### src/rtl/tdm_demux4_collector_pkg.sv
// Shared definitions for the TDM 4:1 demux collector.
// Contents: FSM state encoding, last-slot constant, SETTLE upper bound.
package tdm_demux4_collector_pkg;

    typedef enum logic [1:0] {
        IDLE   = 2'd0,
        WAIT   = 2'd1,
        SAMPLE = 2'd2,
        DONE   = 2'd3
    } fsm_state_t;

    localparam logic [1:0] SLOT_LAST  = 2'd3;
    localparam int         SETTLE_MAX = 15;

endpackage

### src/rtl/tdm_demux4_collector_slot_sequencer.sv
// Slot sequencer for the TDM 4:1 demux collector.
// Steps the mux select lines through slots 0..3. After each select change it
// waits SETTLE cycles, then strobes a sample.
// Ports:
//   clk, rst          clock, synchronous active-high reset
//   start, auto_run   frame start (level, seen in IDLE) / continuous framing
//   sel_a, sel_b      registered mux selects (= slot bits 0/1)
//   g_n               registered active-low mux enable
//   sample_en         high in the cycle whose closing edge captures y_in
//   slot              slot being sampled while sample_en is high
//   frame_done        high in the cycle whose closing edge samples the last slot
//   busy              high whenever the FSM is not IDLE
module tdm_demux4_collector_slot_sequencer #(
    parameter int SETTLE = 1
) (
    input  logic       clk,
    input  logic       rst,
    input  logic       start,
    input  logic       auto_run,
    output logic       sel_a,
    output logic       sel_b,
    output logic       g_n,
    output logic       sample_en,
    output logic [1:0] slot,
    output logic       frame_done,
    output logic       busy
);
    import tdm_demux4_collector_pkg::*;

    if (SETTLE < 0 || SETTLE > SETTLE_MAX) begin : g_settle_range
        $error("SETTLE must be in the range 0..15");
    end

    // With SETTLE=0 the WAIT state is bypassed entirely.
    localparam fsm_state_t FIRST_ST    = fsm_state_t'((SETTLE == 0) ? SAMPLE : WAIT);
    localparam logic [3:0] SETTLE_LAST = (SETTLE == 0) ? 4'd0 : 4'(SETTLE - 1);

    fsm_state_t state_q, state_d;
    logic [1:0] slot_q, slot_d;
    logic [3:0] settle_q, settle_d;
    logic       g_n_q, g_n_d;

    always_comb begin
        state_d  = state_q;
        slot_d   = slot_q;
        settle_d = settle_q;
        g_n_d    = g_n_q;
        case (state_q)
            IDLE: begin
                slot_d = 2'd0;
                g_n_d  = 1'b1;
                if (start) begin
                    state_d  = FIRST_ST;
                    g_n_d    = 1'b0;
                    settle_d = 4'd0;
                end
            end
            WAIT: begin
                settle_d = settle_q + 4'd1;
                if (settle_q == SETTLE_LAST) state_d = SAMPLE;
            end
            SAMPLE: begin
                // Slot 3 wraps to 0 on the way into DONE.
                slot_d   = slot_q + 2'd1;
                settle_d = 4'd0;
                state_d  = (slot_q == SLOT_LAST) ? DONE : FIRST_ST;
            end
            DONE: begin
                if (auto_run) begin
                    state_d  = FIRST_ST;
                    settle_d = 4'd0;
                end else begin
                    state_d = IDLE;
                    g_n_d   = 1'b1;
                end
            end
            default: state_d = IDLE;
        endcase
    end

    always_ff @(posedge clk) begin
        if (rst) begin
            state_q  <= IDLE;
            slot_q   <= 2'd0;
            settle_q <= 4'd0;
            g_n_q    <= 1'b1;
        end else begin
            state_q  <= state_d;
            slot_q   <= slot_d;
            settle_q <= settle_d;
            g_n_q    <= g_n_d;
        end
    end

    // Selects come straight from the slot flop, so they are registered and
    // stay put through the SAMPLE cycle.
    assign sel_a      = slot_q[0];
    assign sel_b      = slot_q[1];
    assign g_n        = g_n_q;
    assign slot       = slot_q;
    assign sample_en  = (state_q == SAMPLE);
    assign frame_done = sample_en && (slot_q == SLOT_LAST);
    assign busy       = (state_q != IDLE);

endmodule

### src/rtl/tdm_demux4_collector.sv
// TDM 4:1 demux collector: the receive-side partner of a (dual) 4:1 mux.
// Drives the mux selects and enable, samples y_in once per slot, and
// publishes all four slot values together on d0..d3 with a done pulse.
// Ports:
//   clk, rst             clock, synchronous active-high reset
//   start, auto_run      frame start / continuous framing
//   y_in[WIDTH]          mux output(s)
//   sel_a, sel_b, g_n    mux control, registered
//   d0..d3[WIDTH]        slot values, updated atomically once per frame
//   done                 one-cycle pulse coincident with the d0..d3 update
//   busy                 high when not IDLE
module tdm_demux4_collector #(
    parameter int WIDTH  = 1,
    parameter int SETTLE = 1
) (
    input  logic             clk,
    input  logic             rst,
    input  logic             start,
    input  logic             auto_run,
    input  logic [WIDTH-1:0] y_in,
    output logic             sel_a,
    output logic             sel_b,
    output logic             g_n,
    output logic [WIDTH-1:0] d0,
    output logic [WIDTH-1:0] d1,
    output logic [WIDTH-1:0] d2,
    output logic [WIDTH-1:0] d3,
    output logic             done,
    output logic             busy
);
    import tdm_demux4_collector_pkg::*;

    logic       sample_en;
    logic       frame_done;
    logic [1:0] slot;

    tdm_demux4_collector_slot_sequencer #(
        .SETTLE (SETTLE)
    ) u_seq (
        .clk        (clk),
        .rst        (rst),
        .start      (start),
        .auto_run   (auto_run),
        .sel_a      (sel_a),
        .sel_b      (sel_b),
        .g_n        (g_n),
        .sample_en  (sample_en),
        .slot       (slot),
        .frame_done (frame_done),
        .busy       (busy)
    );

    // Only slots 0..2 need shadowing: slot 3 goes straight from y_in into d3
    // on the same edge that publishes the frame, so done lands in the DONE
    // cycle together with the new data.
    logic [2:0][WIDTH-1:0] shadow_q, shadow_d;
    logic [3:0][WIDTH-1:0] d_q, d_d;
    logic                  done_q, done_d;

    always_comb begin
        shadow_d = shadow_q;
        d_d      = d_q;
        done_d   = 1'b0;
        for (int i = 0; i < 3; i++) begin
            if (sample_en && slot == 2'(i)) shadow_d[i] = y_in;
        end
        if (frame_done) begin
            d_d    = {y_in, shadow_q[2], shadow_q[1], shadow_q[0]};
            done_d = 1'b1;
        end
    end

    always_ff @(posedge clk) begin
        if (rst) begin
            shadow_q <= '0;
            d_q      <= '0;
            done_q   <= 1'b0;
        end else begin
            shadow_q <= shadow_d;
            d_q      <= d_d;
            done_q   <= done_d;
        end
    end

    assign d0   = d_q[0];
    assign d1   = d_q[1];
    assign d2   = d_q[2];
    assign d3   = d_q[3];
    assign done = done_q;

endmodule

### config.mk
export PLATFORM = sky130hd
export DESIGN_NAME = tdm_demux4_collector
export DESIGN_NICKNAME = d
export VERILOG_FILES = /design/src/rtl/tdm_demux4_collector_pkg.sv /design/src/rtl/tdm_demux4_collector_slot_sequencer.sv /design/src/rtl/tdm_demux4_collector.sv
export SDC_FILE = /design/constraint.sdc
export NUM_CORES = 1
export LEC_CHECK = 0
export ABC_AREA = 1
export CAP_MARGIN = 20
export CORE_MARGIN = 4
export CORE_UTILIZATION = 53
export DETAILED_ROUTE_END_ITERATION = 7
export PLACE_DENSITY = 0.84
export SLEW_MARGIN = 20
export SYNTH_ARGS = -nofsm -noshare
export SYNTH_HDL_FRONTEND = slang
export SYNTH_SLANG_ARGS = --single-unit
### constraint.sdc
create_clock -name clk -period 2.4 [get_ports clk]
set_input_delay 0.72 -clock clk [delete_from_list [all_inputs] [get_ports clk]]
set_output_delay 0.72 -clock clk [all_outputs]
set_load 0.02 [all_outputs]
==> results by stage, run 1 <==
Timing:
- The number of hold violations in the final report is 0.
- For the pin with the worst max-slew slack, the measured transition is 0.2688 ns.
- The clock skew after layout is ~0.0071 ns.
- The headroom to the max-slew limit is 82.04%.
- The summed negative setup slack over all endpoints is 0 ns.
- The peak clock frequency supported by timing is approximately 0.44 GHz.
- Subtracting the final worst setup slack from the clock period gives between 2 and 2.5 ns.
- Setup repair after global routing left no endpoint under its margin.
- The post-route clock period utilization is a little over nine tenths.
- The final count of negative-setup-slack endpoints is 0.
- The number of max-slew violations in the final report is 0.

Clocking:
- The latest clock arrival within the worst-skew pair is roughly 0.29 ns.
- The count of cells resized by post-cts repair is 0.
- The number of buffers inserted during clock tree synthesis is 3.
- The clock slew at the register clock pins of the worst setup and hold paths is 0.11 ns.
- TritonCTS built the clock tree.
- In this run the number of H-tree levels came out at 1.
- For this design, the CTS-stage hold fixing added 0 buffers.
- Once the clock tree was built, the setup fixing pass inserted 0 buffers.
- No sink is reached through more buffers than the 2 on the longest clock path.
- The number of sinks handled by clock tree synthesis is 17.
- The cell at the root of the clock tree is clkbuf_4.

Routing:
- The length of the first detailed-routing pass in iterations is 4.
- Summing over every cut layer, the via total after detailed routing is 690.
- For this run, design rule violations remaining after detail routing come to 0.
- The average wire per standard cell is 11.50 um.
- The number of antenna-violating nets in the routed design is 0.
- The per-cell via count in the routed design is about 5.2.
- The first-iteration detailed-routing DRC count is 14.
- The post-detailed-routing wire length is roughly 1500 um.

Hold path:
- The classification of the worst-slack hold path is flip-flop to flip-flop.
- The cell depth of the worst hold path is 2.

Synth:
- The count of warnings emitted by yosys is 0.
- The synthesized design contains 0 enable-type register cells.
- The most frequent cell after synthesis is nand2_1.
- The share of synthesized area in the top cell type comes to about 43%.
- The most used flip-flop cell after synthesis is dfxtp_1.
- Averaged over all synthesized cells, the footprint is about 7.7 um^2.
- After synthesis the cells add up to slightly below 800 um^2.
- The cell count after synthesis is 102.
- The sequential cell area fraction in the yosys report is ~43%.
- Counting distinct cell types in the post-synthesis netlist gives 17.
- In this run, synthesis produced a sequential element count of 17.
- By area the synthesized netlist is led by dfxtp_1, nand2_1, ha_1.
- The commonest cells after synthesis are nand2_1, dfxtp_1, a21oi_1.
- Synthesis produced a netlist with a net count of 113.
- The cell type with the highest aggregate area in the netlist is dfxtp_1.
- Of all flip-flops after synthesis, the portion carrying an async set or reset was 0%.

Placed design:
- The global placer's final weighted congestion is between 0.7 and 0.8.
- In this run the tool buffered the top-level ports with 13 buffer cells.
- The total placed cells including tap cells is between 100 and 150.
- Detailed placement finished with a half-perimeter wire length of ~1100 um.

Die:
- In this run the count of I/O pins placed on the die edge is 14.
- The total die area is between 2000 and 2500 um^2.
- The core region is between 1000 and 1500 um^2.
- The number of cell rows is 13.
- The die is roughly 46 um tall.
- In this run the horizontal extent of the chip is about 46 um.
- Once the floorplan was initialized, standard cells occupied about three fifths of the core.

Outcome:
- The run finished with clean final reports.

GRT:
- The via count of the first global-routing pass is approximately 630.
- The total grt overflow is 0.
- The global-route layer with the greatest usage is met2.
- The number of antenna violations at the first check in global routing was 0.
- Entering global routing, the biggest net connects 14 pins.
- The first global-routing pass estimated between 2000 and 3000 um of wire.
- For met1 alone, demand over resource in global routing was between 20% and 30%.
- The global router's overall resource usage is approximately 16%.
- The global routing met3 resource utilization is approximately 3.5%.
- In the global route stage, met2 resource usage came out at 26.10%.

Job:
- The tool flagged a number of max-cap violations equal to 0.

Pwr:
- The internal power of the cells is around 0.39 mW.
- The switching power share of the total is between 20 and 30%.
- The worst IR drop on VDD is 0.0003233 V.
- The share of total power dissipated in combinational logic is approximately 15%.
- For this design the ratio of total power to cell area is roughly 570 nW/um^2.
- For this design the total switching power over the nets is between 0.15 and 0.2 mW.
- The register share of total power is 56.1%.
- The analysis attributes to cell leakage a power of approximately 0.38 nW.
- The clock group share of total power is between 20% and 30%.

Setup path:
- Together, buffers and inverters on the worst path number 2.
- STA classifies the critical path startpoint as a flip-flop.
- The critical path start-end classification is flip-flop to output pin.
- At the worst endpoint, the required time is 1.68 ns.
- Traced cell by cell, the critical path runs through nor2_1 > inv_1 > clkdlybuf4s50_1.
- The data arrival time of the critical path is 1.55 ns.
- The slowest stage of the critical path belongs to the cell clkdlybuf4s50_1.
- The family with the most delay on the worst path is buffers and inverters.
- The worst-path maximum fanout is 6.
- The critical path runs through a total of 3 cells.
- On the worst path, the slowest cell contributes a delay of 0.60 ns.
- Measured in cells, the most critical reg-to-reg path has a length of 5.
- STA classifies the critical path endpoint as an output pin.

Finish:
- The number of diodes added for antenna fixing is 0.
- The area growth from synthesis to final layout is 20.89%.
- At the end of the flow, the number of nets in the layout was approximately 130.
- The post-route non-filler standard cell count is about 130.
- Of the cells placed in the final design, the portion with a size suffix greater than 1 is about 8.5%.
- Once layout is complete, the utilization of the core stands at 70.25%.
## worst min-delay path, cell delays in order (launching register included)
cell     delay, ns
dfxtp_1       0.34
a21oi_1       0.06
nand2_1       0.05
## cells in the final DEF, fill, tap and decap left out
cell type / count
inv_1: 11
clkinv_2: 1
clkdlybuf4s50_1: 13
dfxtp_1: 17
and3_1: 1
inv_2: 1
o21ai_0: 1
ha_1: 6
nand3_1: 11
a211oi_2: 1
buf_4: 1
nor2_1: 4
nand4_1: 1
nand2_1: 28
a21oi_1: 14
nor2_4: 2
clkbuf_4: 3
or2_2: 1
## power groups by stage
stage	registers, mW	logic (mW)	clock network [mW]
2_1_floorplan	0.314	0.0512	0
3_3_place_gp	0.311	0.0811	0
3_5_place_dp	0.312	0.0824	0
4_1_cts	0.306	0.0829	0.159
5_1_grt	0.307	0.0922	0.174
6_report	0.306	0.0823	0.157
## through the flow
stage               worst slack (ns)  hold slack (ns)  total power, mW  cell area, um^2
detailed placement            0.4593           0.4493           0.3944            920.9
global placement              0.5121           0.4465           0.3918            920.9
global route                 0.04408           0.4975           0.5729            948.4
finish                        0.1339           0.4662           0.5445            948.4
CTS                           0.1221           0.4733           0.5472            948.4
floorplan                      1.030           0.4395           0.3652            784.5
## metal layers
metal  share of wire, %  vias up
met5                  0        -
met4                1.6        0
met3                7.0        4
met2                 45       21
met1                 47      309
li1                   -      356
## worst paths after layout
check / start / to / slack, ns
setup / recovery: u_seq.state_q[0] / busy / 0.13
hold / removal: u_seq.g_n / u_seq.g_n / 0.47
setup reg to reg: u_seq.state_q[1] / u_seq.state_q[1] / 1.16
hold reg to reg: u_seq.g_n / u_seq.g_n / 0.47
## layout make-up
cell class	instances	area, um^2
Fill cell	115	401.6
Multi-Input combinational cell	70	379.1
Sequential cell	17	340.3
Timing Repair Buffer	14	137.6
Inverter	12	45.04
Clock buffer	3	22.52
Tap cell	15	18.77
Clock inverter	1	5.005
## logic make-up after synthesis
| family | Yosys count | share of synthesized area [%] |
|---|---|---|
| AND/OR/NAND/NOR | 48 | 27.59 |
| flip-flops | 17 | 43.38 |
| AO/OA/AOI/OAI | 16 | 11.16 |
| buffers and inverters | 15 | 8.292 |
| adder cells (fa/ha/maj) | 6 | 9.569 |
## sequential cells by signal, indices dropped and copies added, names as in the netlist
register	flops
u_seq.state_q	2
u_seq.settle_q	4
d3	1
u_seq.g_n	1
d0	1
u_seq.slot	2
d2	1
done	1
shadow_q	3
d1	1
(Power assumes the default switching activity.)
==> inputs of run 2 (changes only) <==
- CORE_MARGIN: 4 -> 2
- MAX_ROUTING_LAYER: not set -> met4
==> run 2 against run 1 <==
Count of clock-buffer cells in the layout stayed put. Register-to-register slack better by 0.03 ns. Power is 0.90% lower. Routed wire length is 7.4% lower. First-iteration DRC count is 57% higher. Cell count stayed put. Core utilization is 0.86 points higher. Die area is 16% lower. Sequential power hardly changed. Non-clock buffer count stayed put. Via count is 1.3% lower. Largest power group unchanged. Highest routed layer unchanged.
==> results by stage, run 2 (same netlist as run 1, synthesis figures left out) <==
Timing:
- The post-route clock period utilization is 93.61% (was 94.42%).
- The peak clock frequency supported by timing is 0.4451 GHz (was 0.4413 GHz).
- The number of max-slew violations in the final report is 0 (unchanged).
- The clock skew after layout was 0.003070 ns (was 0.007127 ns).
- The transition at the pin with the smallest max-transition slack was 0.2548 ns (was 0.2688 ns).
- The headroom to the max-slew limit is 82.97% (was 82.04%).
- The number of hold violations in the final report is 0 (unchanged).
- Unrepaired setup endpoints after global routing: no (unchanged).
- The summed negative setup slack over all endpoints was 0 ns (unchanged).
- The final count of negative-setup-slack endpoints is 0 (unchanged).
- The shortest clock period the worst path allows after layout is 2.247 ns (was 2.266 ns).

Setup path:
- The endpoint required time on the critical path was 1.68 ns (about the same).
- The element type at the critical path end is an output pin (unchanged).
- The worst-path maximum fanout is 6 (unchanged).
- The kind of launch point of the worst setup path is a flip-flop (unchanged).
- The data arrival time of the critical path was 1.53 ns (was 1.55 ns).
- The buffering stage count on the worst path with inverters included came to 2 (unchanged).
- The critical-path cell with the highest stage delay is clkdlybuf4s50_1 (unchanged).
- The largest incremental delay on the critical path is 0.60 ns (about the same).
- The critical path start-end classification is flip-flop to output pin (unchanged).
- Sequence of cells on the critical path: nor2_1 > inv_1 > clkdlybuf4s50_1 (unchanged).
- The family with the most delay on the worst path is buffers and inverters (unchanged).

GRT:
- The pin count of the biggest net entering global routing is 17 (was 14).
- The via count of the first global-routing pass is 599 (was 633).
- The global router's overall resource usage is 18.41% (was 16.45%).
- The wire length of the first global-routing pass is 2525 um (was 2566 um).
- The total grt overflow is 0 (unchanged).
- The number of antenna violations at the first check in global routing is 0 (unchanged).

Finish:
- The utilization of the core after routing is 71.11% (was 70.25%).
- The fraction of layout instances using a drive strength above 1 is 8.547% (unchanged).
- Commonest cells after routing, fill and taps aside: nand2_1, dfxtp_1, a21oi_1 (unchanged).
- The area used by sequential logic in the layout is 340.3 um^2 (unchanged).
- The number of diodes added for antenna fixing is 0 (unchanged).
- The flip-flop count of the largest register after layout is 4 (unchanged).
- The area growth from synthesis to final layout is 20.89% (unchanged).
- The most common cell after layout, fill and taps aside is nand2_1 (unchanged).
- The total number of nets in the final design was 129 (unchanged).
- The filler cell count in the final layout is 103 (was 115).
- Top Registers: u_seq.settle_q (4), shadow_q (3) (unchanged).
- The footprint of the multi-input gates is 379.1 um^2 (unchanged).
- The most flop-heavy register is u_seq.settle_q (unchanged).

Clocking:
- The buffer levels on the longest clock path was 2 (unchanged).
- The clock slew at the register clock pins of the worst setup and hold paths was 0.10 ns (was 0.11 ns).
- The total of hold buffers inserted after clock tree synthesis is 0 (unchanged).
- The number of buffers inserted during clock tree synthesis was 3 (unchanged).
- The cell at the root of the clock tree is clkbuf_4 (unchanged).
- The number of buffers added for setup after CTS is 0 (unchanged).
- The H-tree depth came to 1 (unchanged).
- The count of cells resized by post-cts repair is 0 (unchanged).
- The latest clock arrival within the worst-skew pair is 0.29 ns (about the same).
- The CTS tree is done (unchanged).
- The number of sinks handled by clock tree synthesis came to 17 (unchanged).

Pwr:
- The ratio of total power to cell area is 569.0 nW/um^2 (was 574.1 nW/um^2).
- The internal power of the cells is 0.3888 mW (was 0.3887 mW).
- The switching power is 0.1509 mW (was 0.1558 mW).
- The register share of total power was 56.6% (was 56.1%).
- The combinational share of power was 15.3% (was 15.1%).
- The switching power share of the total came to 27.95% (was 28.62%).
- The clock group share of total power is 28.1% (was 28.8%).
- The worst IR drop on VDD came to 0.0003187 V (was 0.0003233 V).
- The static leakage is 0.3799 nW (unchanged).
- The overall power is 0.5397 mW (was 0.5445 mW).

Placed design:
- The total of buffers placed on input and output ports is 13 (unchanged).
- The detailed-placement wirelength estimate was 1044 um (was 1122 um).
- The global placer's final weighted congestion is 0.7935 (was 0.7319).

Die:
- The number of top-level pins is 14 (unchanged).
- The overall die width is 42.48 um (was 46.48 um).
- The total die area is 1804 um^2 (was 2160 um^2).
- The area of the placeable core is 1334 um^2 (was 1350 um^2).
- The initial standard-cell utilization of the core is 58.82% (was 58.11%).
- The number of cell rows is 13 (unchanged).
- The floorplan die height was 42.48 um (was 46.48 um).

Hold path:
- The classification of the worst-slack hold path is flip-flop to flip-flop (unchanged).

Routing:
- The average wire per standard cell was 10.65 um (was 11.50 um).
- The via count is 681 (was 690).
- The first-iteration detailed-routing DRC count was 22 (was 14).
- The post-detailed-routing wire length is 1406 um (was 1518 um).
- The number of antenna-violating nets in the routed design is 0 (unchanged).
- The length of the first detailed-routing pass in iterations was 4 (unchanged).
- The per-cell via count in the routed design was 5.159 (was 5.227).
- The number of DRC violations after detailed routing is 0 (unchanged).

Outcome:
- Outcome: complete, no violations (unchanged).

Job:
- The number of max-cap violations is 0 (unchanged).
==> run 2: through the flow <==
stage          instances  hold slack [ns]  worst slack [ns]  cell area (um^2)
2_1_floorplan        102           0.4395             1.030             784.5
3_3_place_gp         128           0.4475            0.5147             920.9
3_5_place_dp         128           0.4540            0.4783             920.9
4_1_cts              132           0.4687            0.1487             948.4
5_1_grt              132           0.4880           0.05915             948.4
6_report             132           0.4657            0.1533             948.4
==> run 2: path summary, 6_finish.rpt <==
check	from	endpoint	slack, ns	depth (start not counted)
worst min-delay path	d0	d0	0.47	2
worst max-delay path	u_seq.state_q[0]	busy	0.15	3
worst max register to register	u_seq.state_q[1]	d3	1.19	5
worst min register to register	d0	d0	0.47	2
==> run 2: tightest hold or removal path: stages, from the launching register on <==
cell and delay [ns]:
dfxtp_1 0.32, nand2_1 0.06, a21oi_1 0.05
==> run 2: final cells by class <==
cell class              instances  area share (%)
clock buffers                   3           2.375
repair buffers                 14           14.51
inverters                      12           4.749
clock inverters                 1          0.5277
flip-flops and latches         17           35.88
multi-input cells              70           39.97
well taps                      15           1.979
==> run 2: power by group through the flow <==
stage,clock network [mW],registers [mW],logic (mW)
2_1_floorplan,0,0.314,0.0512
3_3_place_gp,0,0.311,0.0811
3_5_place_dp,0,0.312,0.0826
4_1_cts,0.160,0.305,0.0829
5_1_grt,0.171,0.308,0.0921
6_report,0.152,0.305,0.0827
==> run 2: routing by layer <==
layer	GRT usage, %	vias up	part of all wire, %	wire length, um
li1	-	360	-	-
met1	25.79	301	50	699
met2	25.23	16	43	611
met3	3.017	4	4.4	62
met4	9.375	0	2.3	33
met5	-	-	0	0
==> inputs of run 3 (changes only) <==
- TNS_END_PERCENT: not set -> 1
==> results of run 3 <==
The final DEF is identical to that of run 2; final timing and power are the same.
